===== src/rtl/lc3_mem_arbiter_if.sv =====
// Core/memory bus bundle for lc3_mem_arbiter.
// The arbiter uses the master modport. The core and memory environment use the slave modport.
interface lc3_mem_arbiter_if #(
  parameter int unsigned ADDR_W = 16,
  parameter int unsigned DATA_W = 16
);
  logic              instrmem_rd;
  logic [ADDR_W-1:0] pc;
  logic [DATA_W-1:0] Instr_dout;
  logic              complete_instr;
  logic              data_req;
  logic              Data_rd;
  logic [ADDR_W-1:0] Data_addr;
  logic [DATA_W-1:0] Data_din;
  logic [DATA_W-1:0] Data_dout;
  logic              complete_data;
  logic              mem_req;
  logic              mem_we;
  logic [ADDR_W-1:0] mem_addr;
  logic [DATA_W-1:0] mem_wdata;
  logic [DATA_W-1:0] mem_rdata;
  logic              mem_ack;

  modport master (
    input  instrmem_rd, pc, data_req, Data_rd, Data_addr, Data_din, mem_rdata, mem_ack,
    output Instr_dout, complete_instr, Data_dout, complete_data,
           mem_req, mem_we, mem_addr, mem_wdata
  );

  modport slave (
    output instrmem_rd, pc, data_req, Data_rd, Data_addr, Data_din, mem_rdata, mem_ack,
    input  Instr_dout, complete_instr, Data_dout, complete_data,
           mem_req, mem_we, mem_addr, mem_wdata
  );
endinterface


===== src/rtl/lc3_mem_arbiter.sv =====
// Shares one single-port memory between the LC3 fetch path and the LC3 data path.
// Define LC3_ARB_TIMEOUT_EN to enable the per-access wait timeout and the sticky timeout_err flag.
module lc3_mem_arbiter #(
  parameter int unsigned ADDR_W      = 16,
  parameter int unsigned DATA_W      = 16,
  parameter int unsigned TIMEOUT_CYC = 64
) (
  input  logic                 clock,
  input  logic                 reset,
  lc3_mem_arbiter_if.master    bus,
  output logic                 timeout_err
);

  typedef enum logic [2:0] {IDLE, BUS_I, BUS_D, DONE_I, DONE_D} state_t;

  if (TIMEOUT_CYC < 2) begin : g_bad_timeout
    $error("lc3_mem_arbiter: TIMEOUT_CYC must be >= 2");
  end

  state_t            state_q, state_d;
  logic              last_d;
  logic              grant_d, grant_i;
  logic              in_bus;
  logic              tmo;
  logic [ADDR_W-1:0] addr_q;
  logic [DATA_W-1:0] wdata_q;
  logic              we_q;
  logic [DATA_W-1:0] instr_q;
  logic [DATA_W-1:0] data_q;

  assign in_bus = (state_q == BUS_I) || (state_q == BUS_D);

`ifdef LC3_ARB_TIMEOUT_EN
  localparam int unsigned CNT_W = $clog2(TIMEOUT_CYC);
  logic [CNT_W-1:0] wait_q;

  // A mem_ack on the expiring edge takes priority, so the access completes normally.
  assign tmo = in_bus && !bus.mem_ack && (wait_q == CNT_W'(TIMEOUT_CYC - 1));

  always_ff @(posedge clock or negedge reset) begin
    if (!reset) begin
      wait_q      <= '0;
      timeout_err <= 1'b0;
    end else begin
      if (grant_d || grant_i)
        wait_q <= '0;
      else if (in_bus && !bus.mem_ack)
        wait_q <= wait_q + CNT_W'(1);
      if (tmo)
        timeout_err <= 1'b1;
    end
  end
`else
  assign tmo         = 1'b0;
  assign timeout_err = 1'b0;
`endif

  always_comb begin
    state_d = state_q;
    grant_d = 1'b0;
    grant_i = 1'b0;
    case (state_q)
      IDLE: begin
        // Data has priority, except directly after a data grant when a fetch is waiting.
        if (bus.data_req && (!bus.instrmem_rd || !last_d)) begin
          state_d = BUS_D;
          grant_d = 1'b1;
        end else if (bus.instrmem_rd) begin
          state_d = BUS_I;
          grant_i = 1'b1;
        end
      end
      BUS_I:   if (bus.mem_ack || tmo) state_d = DONE_I;
      BUS_D:   if (bus.mem_ack || tmo) state_d = DONE_D;
      DONE_I:  state_d = IDLE;
      DONE_D:  state_d = IDLE;
      default: state_d = IDLE;
    endcase
  end

  always_ff @(posedge clock or negedge reset) begin
    if (!reset) begin
      state_q <= IDLE;
      last_d  <= 1'b0;
      addr_q  <= '0;
      wdata_q <= '0;
      we_q    <= 1'b0;
      instr_q <= '0;
      data_q  <= '0;
    end else begin
      state_q <= state_d;
      if (grant_d) begin
        last_d  <= 1'b1;
        addr_q  <= bus.Data_addr;
        wdata_q <= bus.Data_din;
        we_q    <= !bus.Data_rd;
      end else if (grant_i) begin
        last_d  <= 1'b0;
        addr_q  <= bus.pc;
        we_q    <= 1'b0;
      end
      if (state_q == BUS_I) begin
        if (bus.mem_ack)  instr_q <= bus.mem_rdata;
        else if (tmo)     instr_q <= '0;
      end
      if (state_q == BUS_D && !we_q) begin
        if (bus.mem_ack)  data_q <= bus.mem_rdata;
        else if (tmo)     data_q <= '0;
      end
    end
  end

  assign bus.mem_req        = in_bus;
  assign bus.mem_we         = in_bus && we_q;
  assign bus.mem_addr       = addr_q;
  assign bus.mem_wdata      = wdata_q;
  assign bus.Instr_dout     = instr_q;
  assign bus.Data_dout      = data_q;
  assign bus.complete_instr = (state_q == DONE_I);
  assign bus.complete_data  = (state_q == DONE_D);

endmodule


===== src/flat_wrapper.sv =====
// flat-port wrapper written by rule: the top's interface ports become plain ports
module lc3_mem_arbiter_flat 
#(
  parameter int unsigned ADDR_W      = 16,
  parameter int unsigned DATA_W      = 16,
  parameter int unsigned TIMEOUT_CYC = 64
)
  (clock, reset, timeout_err, bus_instrmem_rd, bus_pc, bus_data_req, bus_Data_rd, bus_Data_addr, bus_Data_din, bus_mem_rdata, bus_mem_ack, bus_Instr_dout, bus_complete_instr, bus_Data_dout, bus_complete_data, bus_mem_req, bus_mem_we, bus_mem_addr, bus_mem_wdata);
  lc3_mem_arbiter_if #(.ADDR_W(ADDR_W), .DATA_W(DATA_W)) bus_i ();
  input  logic clock;
  input  logic reset;
  output logic timeout_err;
  input wire logic [$bits(bus_i.instrmem_rd)-1:0] bus_instrmem_rd;
  input wire logic [$bits(bus_i.pc)-1:0] bus_pc;
  input wire logic [$bits(bus_i.data_req)-1:0] bus_data_req;
  input wire logic [$bits(bus_i.Data_rd)-1:0] bus_Data_rd;
  input wire logic [$bits(bus_i.Data_addr)-1:0] bus_Data_addr;
  input wire logic [$bits(bus_i.Data_din)-1:0] bus_Data_din;
  input wire logic [$bits(bus_i.mem_rdata)-1:0] bus_mem_rdata;
  input wire logic [$bits(bus_i.mem_ack)-1:0] bus_mem_ack;
  output wire logic [$bits(bus_i.Instr_dout)-1:0] bus_Instr_dout;
  output wire logic [$bits(bus_i.complete_instr)-1:0] bus_complete_instr;
  output wire logic [$bits(bus_i.Data_dout)-1:0] bus_Data_dout;
  output wire logic [$bits(bus_i.complete_data)-1:0] bus_complete_data;
  output wire logic [$bits(bus_i.mem_req)-1:0] bus_mem_req;
  output wire logic [$bits(bus_i.mem_we)-1:0] bus_mem_we;
  output wire logic [$bits(bus_i.mem_addr)-1:0] bus_mem_addr;
  output wire logic [$bits(bus_i.mem_wdata)-1:0] bus_mem_wdata;
  assign bus_i.instrmem_rd = bus_instrmem_rd;
  assign bus_i.pc = bus_pc;
  assign bus_i.data_req = bus_data_req;
  assign bus_i.Data_rd = bus_Data_rd;
  assign bus_i.Data_addr = bus_Data_addr;
  assign bus_i.Data_din = bus_Data_din;
  assign bus_i.mem_rdata = bus_mem_rdata;
  assign bus_i.mem_ack = bus_mem_ack;
  assign bus_Instr_dout = bus_i.Instr_dout;
  assign bus_complete_instr = bus_i.complete_instr;
  assign bus_Data_dout = bus_i.Data_dout;
  assign bus_complete_data = bus_i.complete_data;
  assign bus_mem_req = bus_i.mem_req;
  assign bus_mem_we = bus_i.mem_we;
  assign bus_mem_addr = bus_i.mem_addr;
  assign bus_mem_wdata = bus_i.mem_wdata;
  lc3_mem_arbiter #(.ADDR_W(ADDR_W), .DATA_W(DATA_W), .TIMEOUT_CYC(TIMEOUT_CYC)) u_core (.clock(clock), .reset(reset), .bus(bus_i), .timeout_err(timeout_err));
endmodule

===== config.mk =====
export PLATFORM = sky130hd
export DESIGN_NAME = lc3_mem_arbiter_flat
export DESIGN_NICKNAME = d
export VERILOG_FILES = /design/src/rtl/lc3_mem_arbiter_if.sv /design/src/rtl/lc3_mem_arbiter.sv /design/src/flat_wrapper.sv
export SDC_FILE = /design/constraint.sdc
export NUM_CORES = 1
export LEC_CHECK = 0
export BUFFER_PORTS_ARGS = -buffer_cell sky130_fd_sc_hd__buf_2
export CAP_MARGIN = 30
export CORE_MARGIN = 2
export CORE_UTILIZATION = 50
export CTS_CLUSTER_DIAMETER = 200
export DETAILED_ROUTE_END_ITERATION = 16
export GPL_TIMING_DRIVEN = 0
export PLACE_DENSITY = 0.84
export SLEW_MARGIN = 10
export SYNTH_ARGS = -nofsm -noshare
export SYNTH_HDL_FRONTEND = slang
export SYNTH_SLANG_ARGS = --single-unit
export TNS_END_PERCENT = 30

===== constraint.sdc =====
create_clock -name clock -period 4.2 [get_ports clock]
set_clock_uncertainty 0.15 [all_clocks]
set_input_delay 0.63 -clock clock [delete_from_list [all_inputs] [get_ports clock]]
set_output_delay 0.63 -clock clock [all_outputs]
set_load 0.005 [all_outputs]

Yosys cells after proc, flatten, opt, wreduce, memory -nomap -nowiden
Index checks and enable logic that the tools add are counted.
- flip-flop bits (word level): 69
- input port bits: 70
- output and inout bits: 69
- word-level logic and storage cells: 43
- equality and inequality tests: 7
- muxes and demuxes: 15
- reductions and logical operators: 14
- operators with widths (operator ; number):
    2-to-1 mux 16 bit ; 2
    2-to-1 mux 3 bit ; 4
    one-hot mux 3 bit (3 select lines) ; 1
    2-to-1 mux 1 bit ; 8
    equality test 3 x 2 -> 1 bit (second input constant) ; 2
    logical NOT 1 bit ; 4
    inequality test 2 bit (second input constant) ; 2
    AND reduction 2 bit ; 2
    equality test 3 x 1 -> 1 bit (second input constant) ; 1
    equality test 3 bit (second input constant) ; 1
    logical AND 1 bit ; 3
    logical NOT 3 bit ; 1
    inequality test 3 x 2 -> 1 bit (second input constant) ; 1
    AND reduction 3 bit ; 1
    logical OR 1 bit ; 2
    nonzero test 2 bit ; 1

Depth between registers and ports, before layout
- word-level depth: 7
- mapped depth: 6
- gate-level depth less buffers: 3

Worst setup path before layout
OpenSTA, ideal clock, no wires.
- path type: input to register
- from: in bus_mem_ack
- to: reg u_core.instr_q[10], in the netlist u_core.bus.Instr_dout[10]
- setup slack: 2359 ps
- path buffers: 1
- data arrival time: 1566 ps
- required time: 3925 ps
- stages: 4
- setup time: 125 ps
- cell sequence: nand2_1 > nor3_2 > buf_4 > mux2_2
- word-level cells in the longest chain between the ends: 1
- ends and longest elaborated chain (what ; RTL line ; source):
    start, declared ; flat_wrapper.sv:20 ; input wire logic [$bits(bus_i.mem_ack)-1:0] bus_mem_ack;
    AND reduction 2 bit (no line) ; n/a ;
    end signal, assigned ; lc3_mem_arbiter.sv:103 ; if (bus.mem_ack) instr_q <= bus.mem_rdata;
    end, declared ; lc3_mem_arbiter.sv:28 ; logic [DATA_W-1:0] instr_q;
Every way passes these cells.
A chain may end at the register's enable or synchronous reset.

Final worst setup path
- from: reg u_core.state_q[1]
- to: out bus_mem_we
- word-level cells in the longest chain between the ends: 3
- elaborated cells on any way between the ends: 4
- classes of those cells: 2 x eq/ne; 2 x reduce/logical
- ends and longest elaborated chain (what ; RTL line ; source):
    start, declared ; lc3_mem_arbiter.sv:20 ; state_t state_q, state_d;
    start signal, assigned ; lc3_mem_arbiter.sv:91 ; state_q <= state_d;
    equality test 3 x 1 -> 1 bit / equality test 3 x 2 -> 1 bit (equally long branches) ; lc3_mem_arbiter.sv:31 ; assign in_bus = (state_q == BUS_I) || (state_q == BUS_D);
    logical OR 1 bit * ; lc3_mem_arbiter.sv:31 ;
    logical AND 1 bit * ; lc3_mem_arbiter.sv:114 ; assign bus.mem_we = in_bus && we_q;
    end, declared ; flat_wrapper.sv:26 ; output wire logic [$bits(bus_i.mem_we)-1:0] bus_mem_we;
Mark *: on every way between the ends. The rest lies on a longest branch, timed or not.

==> metrics.txt <==
status complete, no violations; # clock sinks a little under 70; synth warn 0; Critical Path AT approximately 1.4 ns; R2R Setup Slk 2.21 ns; clock latency on the worst-skew pair 0.34 ns; setup total negative slack 0 ns; Final period util 0.507; gr usage total 0.209; CTS Buf Count 9; Placement Cell Area 3790 um^2; hold depth 2; adder-cell area share of the yosys netlist 0; crit end category output pin; P_sw between 0.9 and 1 mW; RSZ-0062 raised after global routing no; Iteration-0 DRC Markers 95; hold_sp bus_Data_rd; max-cap viol count 0; Cell Pwr Density 754 nW/um^2; Die H around 81 um; Comb pwr share 0.421; Yosys top cell area share 0.579; Final Max Slew Viols 0; initial core utilization 0.510; post-synthesis xor/xnor area fraction 0.00294; post-synthesis mux area share 0.204; CP required roughly 3.4 ns; synthesis-stage register bit count between 60 and 70; main combinational cell family by area after synthesis multiplexers; total gr overflow 0; Pint just over 2 mW; DRC errors left 0; RR Startpoint u_core.state_q[1]; H-tree depth 3; Layout fillers 441; Buffers on Ports approximately 140; Final setup viols 0; largest net degree at the start of global routing between 60 and 70; num ports between 100 and 150; layout cells sized above 1 0.581; Simple-Gate Fraction of Synth Area 0.0612; Leak between 2 and 2.5 nW; Routed Antenna Nets 0; nets@finish around 440; vias in the first global route ~2200; Worst VDD drop 373 uV; TritonRoute pass-1 iters 4; routability congestion estimate roughly 0.81; fin area slightly above 4000 um^2; layout overhead on the synthesized area 34.9%; Worst Tran Pin Value between 0.5 and 0.6 ns; main area contributors after synthesis dfrtp_1 (58%), mux2_2 (11%), mux2_4 (9.1%), o31ai_1 (4.0%), a21oi_1 (2.9%); Slowest-stage cell, CP dfrtp_1; WL final between 6000 and 7000 um; syn_nets a little under 300; R2R Path End u_core.bus.mem_addr[4]; CP max FO 10; deepest clock path buffer count 2; global-route wire length before repair approximately 10000 um; Die Area between 6000 and 7000 um^2; Flop pwr share 0.384; vias between 2000 and 2500; estimated wirelength of the detail-placed design between 4000 and 5000 um; synthesized area per cell ~13 um^2; Post-Route Utilization 0.688; crit path kind reg -> out; Hold Path Class in -> reg; Mapped Area ~3000 um^2; Worst Hold End u_core.we_q; Synth Area in Compound Gates 0.113; clock root buffer clkbuf_8; WL/cell roughly 15 um; FP Rows 28; R2R depth 5; CTS clock-pin slew for the worst setup and hold paths around 0.070 ns; Max Freq 0.469 GHz; worst-path cell chain buf_4 -> xnor2_1 -> nor2_1 -> and2_1 -> buf_2; CTS tree built; clock power share 0.195; Setup crit start kind flip-flop; die extent in x approximately 80 um; sw frac 0.325; Synth area leader dfrtp_1; Mapped Cells approximately 220; Fin. Hold Viols 0; area of the core about 6000 um^2; initial antenna violation count 0; Rel. slew slack 0.648; ANT cells 0; Min Clock Period, post-route ~2.1 ns; Distinct cells, synth 31; Seq/Total Area, Yosys 0.579; Worst path max stage delay 0.37 ns; Vias/cell 5.14
## synth_stat cells, drive strengths merged
cell,instances
o21ai,18
o31ai,16
a21bo,1
a2111oi,1
nor3b,1
nor2,18
nor2b,2
a21oi,17
o2bb2ai,1
and3b,1
or3,1
xnor2,1
buf,11
nand2b,1
a21boi,1
nand2,3
and2,1
clkbuf,4
mux2,48
and4bb,1
dfrtp,69
conb,1
nor3,4
## through the flow
stage	hold WS [ns]	total power, mW	setup slack, ns	instances
2_1_floorplan	0.184	1.93	2.36	222
3_5_place_dp	0.320	2.46	2.01	435
6_report	0.313	3.03	2.07	452
5_1_grt	0.301	3.25	1.97	452
4_1_cts	0.296	3.07	2.04	452
3_3_place_gp	0.334	2.40	2.04	434
## metal layers
layer	routed length, um	up-vias	part of all wire	global-route usage
met1	2770	1100	0.41	0.249
li1	-	1092	-	-
met3	563	18	0.083	0.0800
met5	0	-	0	0
met2	3280	113	0.48	0.340
met4	149	0	0.022	0.0915
## cells by family (layout without fill, tap and decap cells)
kind of cell | Yosys count | in the layout
buffers and inverters | 15 | 170
XOR/XNOR | 1 | 1
multiplexers | 48 | 48
AND/OR/NAND/NOR | 33 | 33
other | 1 | 1
AO/OA/AOI/OAI | 55 | 55
flip-flops | 69 | 69
## cell type report
class / count / area (um^2) / share of cell area
plain buffers: 15 / 115 / 0.0286
clock buffers: 9 / 124 / 0.0308
clock inverters: 7 / 97.6 / 0.0243
multi-input cells: 138 / 1140 / 0.284
flip-flops and latches: 69 / 1730 / 0.429
well taps: 75 / 93.8 / 0.0233
repair buffers: 139 / 726 / 0.180
## flip-flops by register name, indices dropped and copies added (netlist names)
signal,cells
u_core.bus.mem_wdata,16
u_core.bus.Data_dout,16
u_core.bus.mem_addr,16
u_core.we_q,1
u_core.bus.Instr_dout,16
u_core.state_q,3
u_core.last_d,1
## layout by cell type, fill, tap and decap left out, types with 4 or more instances in the layout
| master | n |
|---|---|
| o21ai_0 | 17 |
| dfrtp_1 | 69 |
| buf_4 | 5 |
| mux2_4 | 18 |
| clkbuf_8 | 9 |
| nor2_1 | 18 |
| clkbuf_1 | 4 |
| o31ai_1 | 16 |
| buf_6 | 4 |
| mux2_2 | 30 |
| a21oi_1 | 17 |
| buf_2 | 138 |
## power by group through the flow
stage | clock network (mW) | registers (mW) | logic [mW]
2_1_floorplan | 0 | 1.19 | 0.739
3_3_place_gp | 0 | 1.15 | 1.24
3_5_place_dp | 0 | 1.17 | 1.29
4_1_cts | 0.610 | 1.17 | 1.30
5_1_grt | 0.636 | 1.21 | 1.41
6_report | 0.591 | 1.16 | 1.28
## worst max-delay path, delay by kind of cell, from the launching register on
kind / cells / cell delay, ns
XOR/XNOR: 1 / 0.14
buffers and inverters: 2 / 0.29
flip-flops: 1 / 0.37
AND/OR/NAND/NOR: 2 / 0.21
## worst max-delay path by stage
stage / startpoint / to / slack [ns] / cells past startpoint
floorplan: bus_mem_ack / u_core.bus.Instr_dout[10] / 2.36 / 4
global placement: bus_mem_ack / u_core.bus.Instr_dout[14] / 2.04 / 5
detailed placement: bus_data_req / u_core.bus.mem_wdata[3] / 2.01 / 5
CTS: u_core.state_q[1] / bus_mem_we / 2.04 / 5
global route: u_core.state_q[1] / bus_mem_we / 1.97 / 5
finish: u_core.state_q[1] / bus_mem_we / 2.07 / 5
## timing repair
| action | 4_1_cts | 5_1_grt |
|---|---|---|
| setup buffers | 0 | 0 |
| hold buffers | 1 | 0 |
| hold endpoints to repair | 8 | 0 |
| resized for setup | 0 | 0 |
No activity file was read; power rests on OpenSTA's default activity.
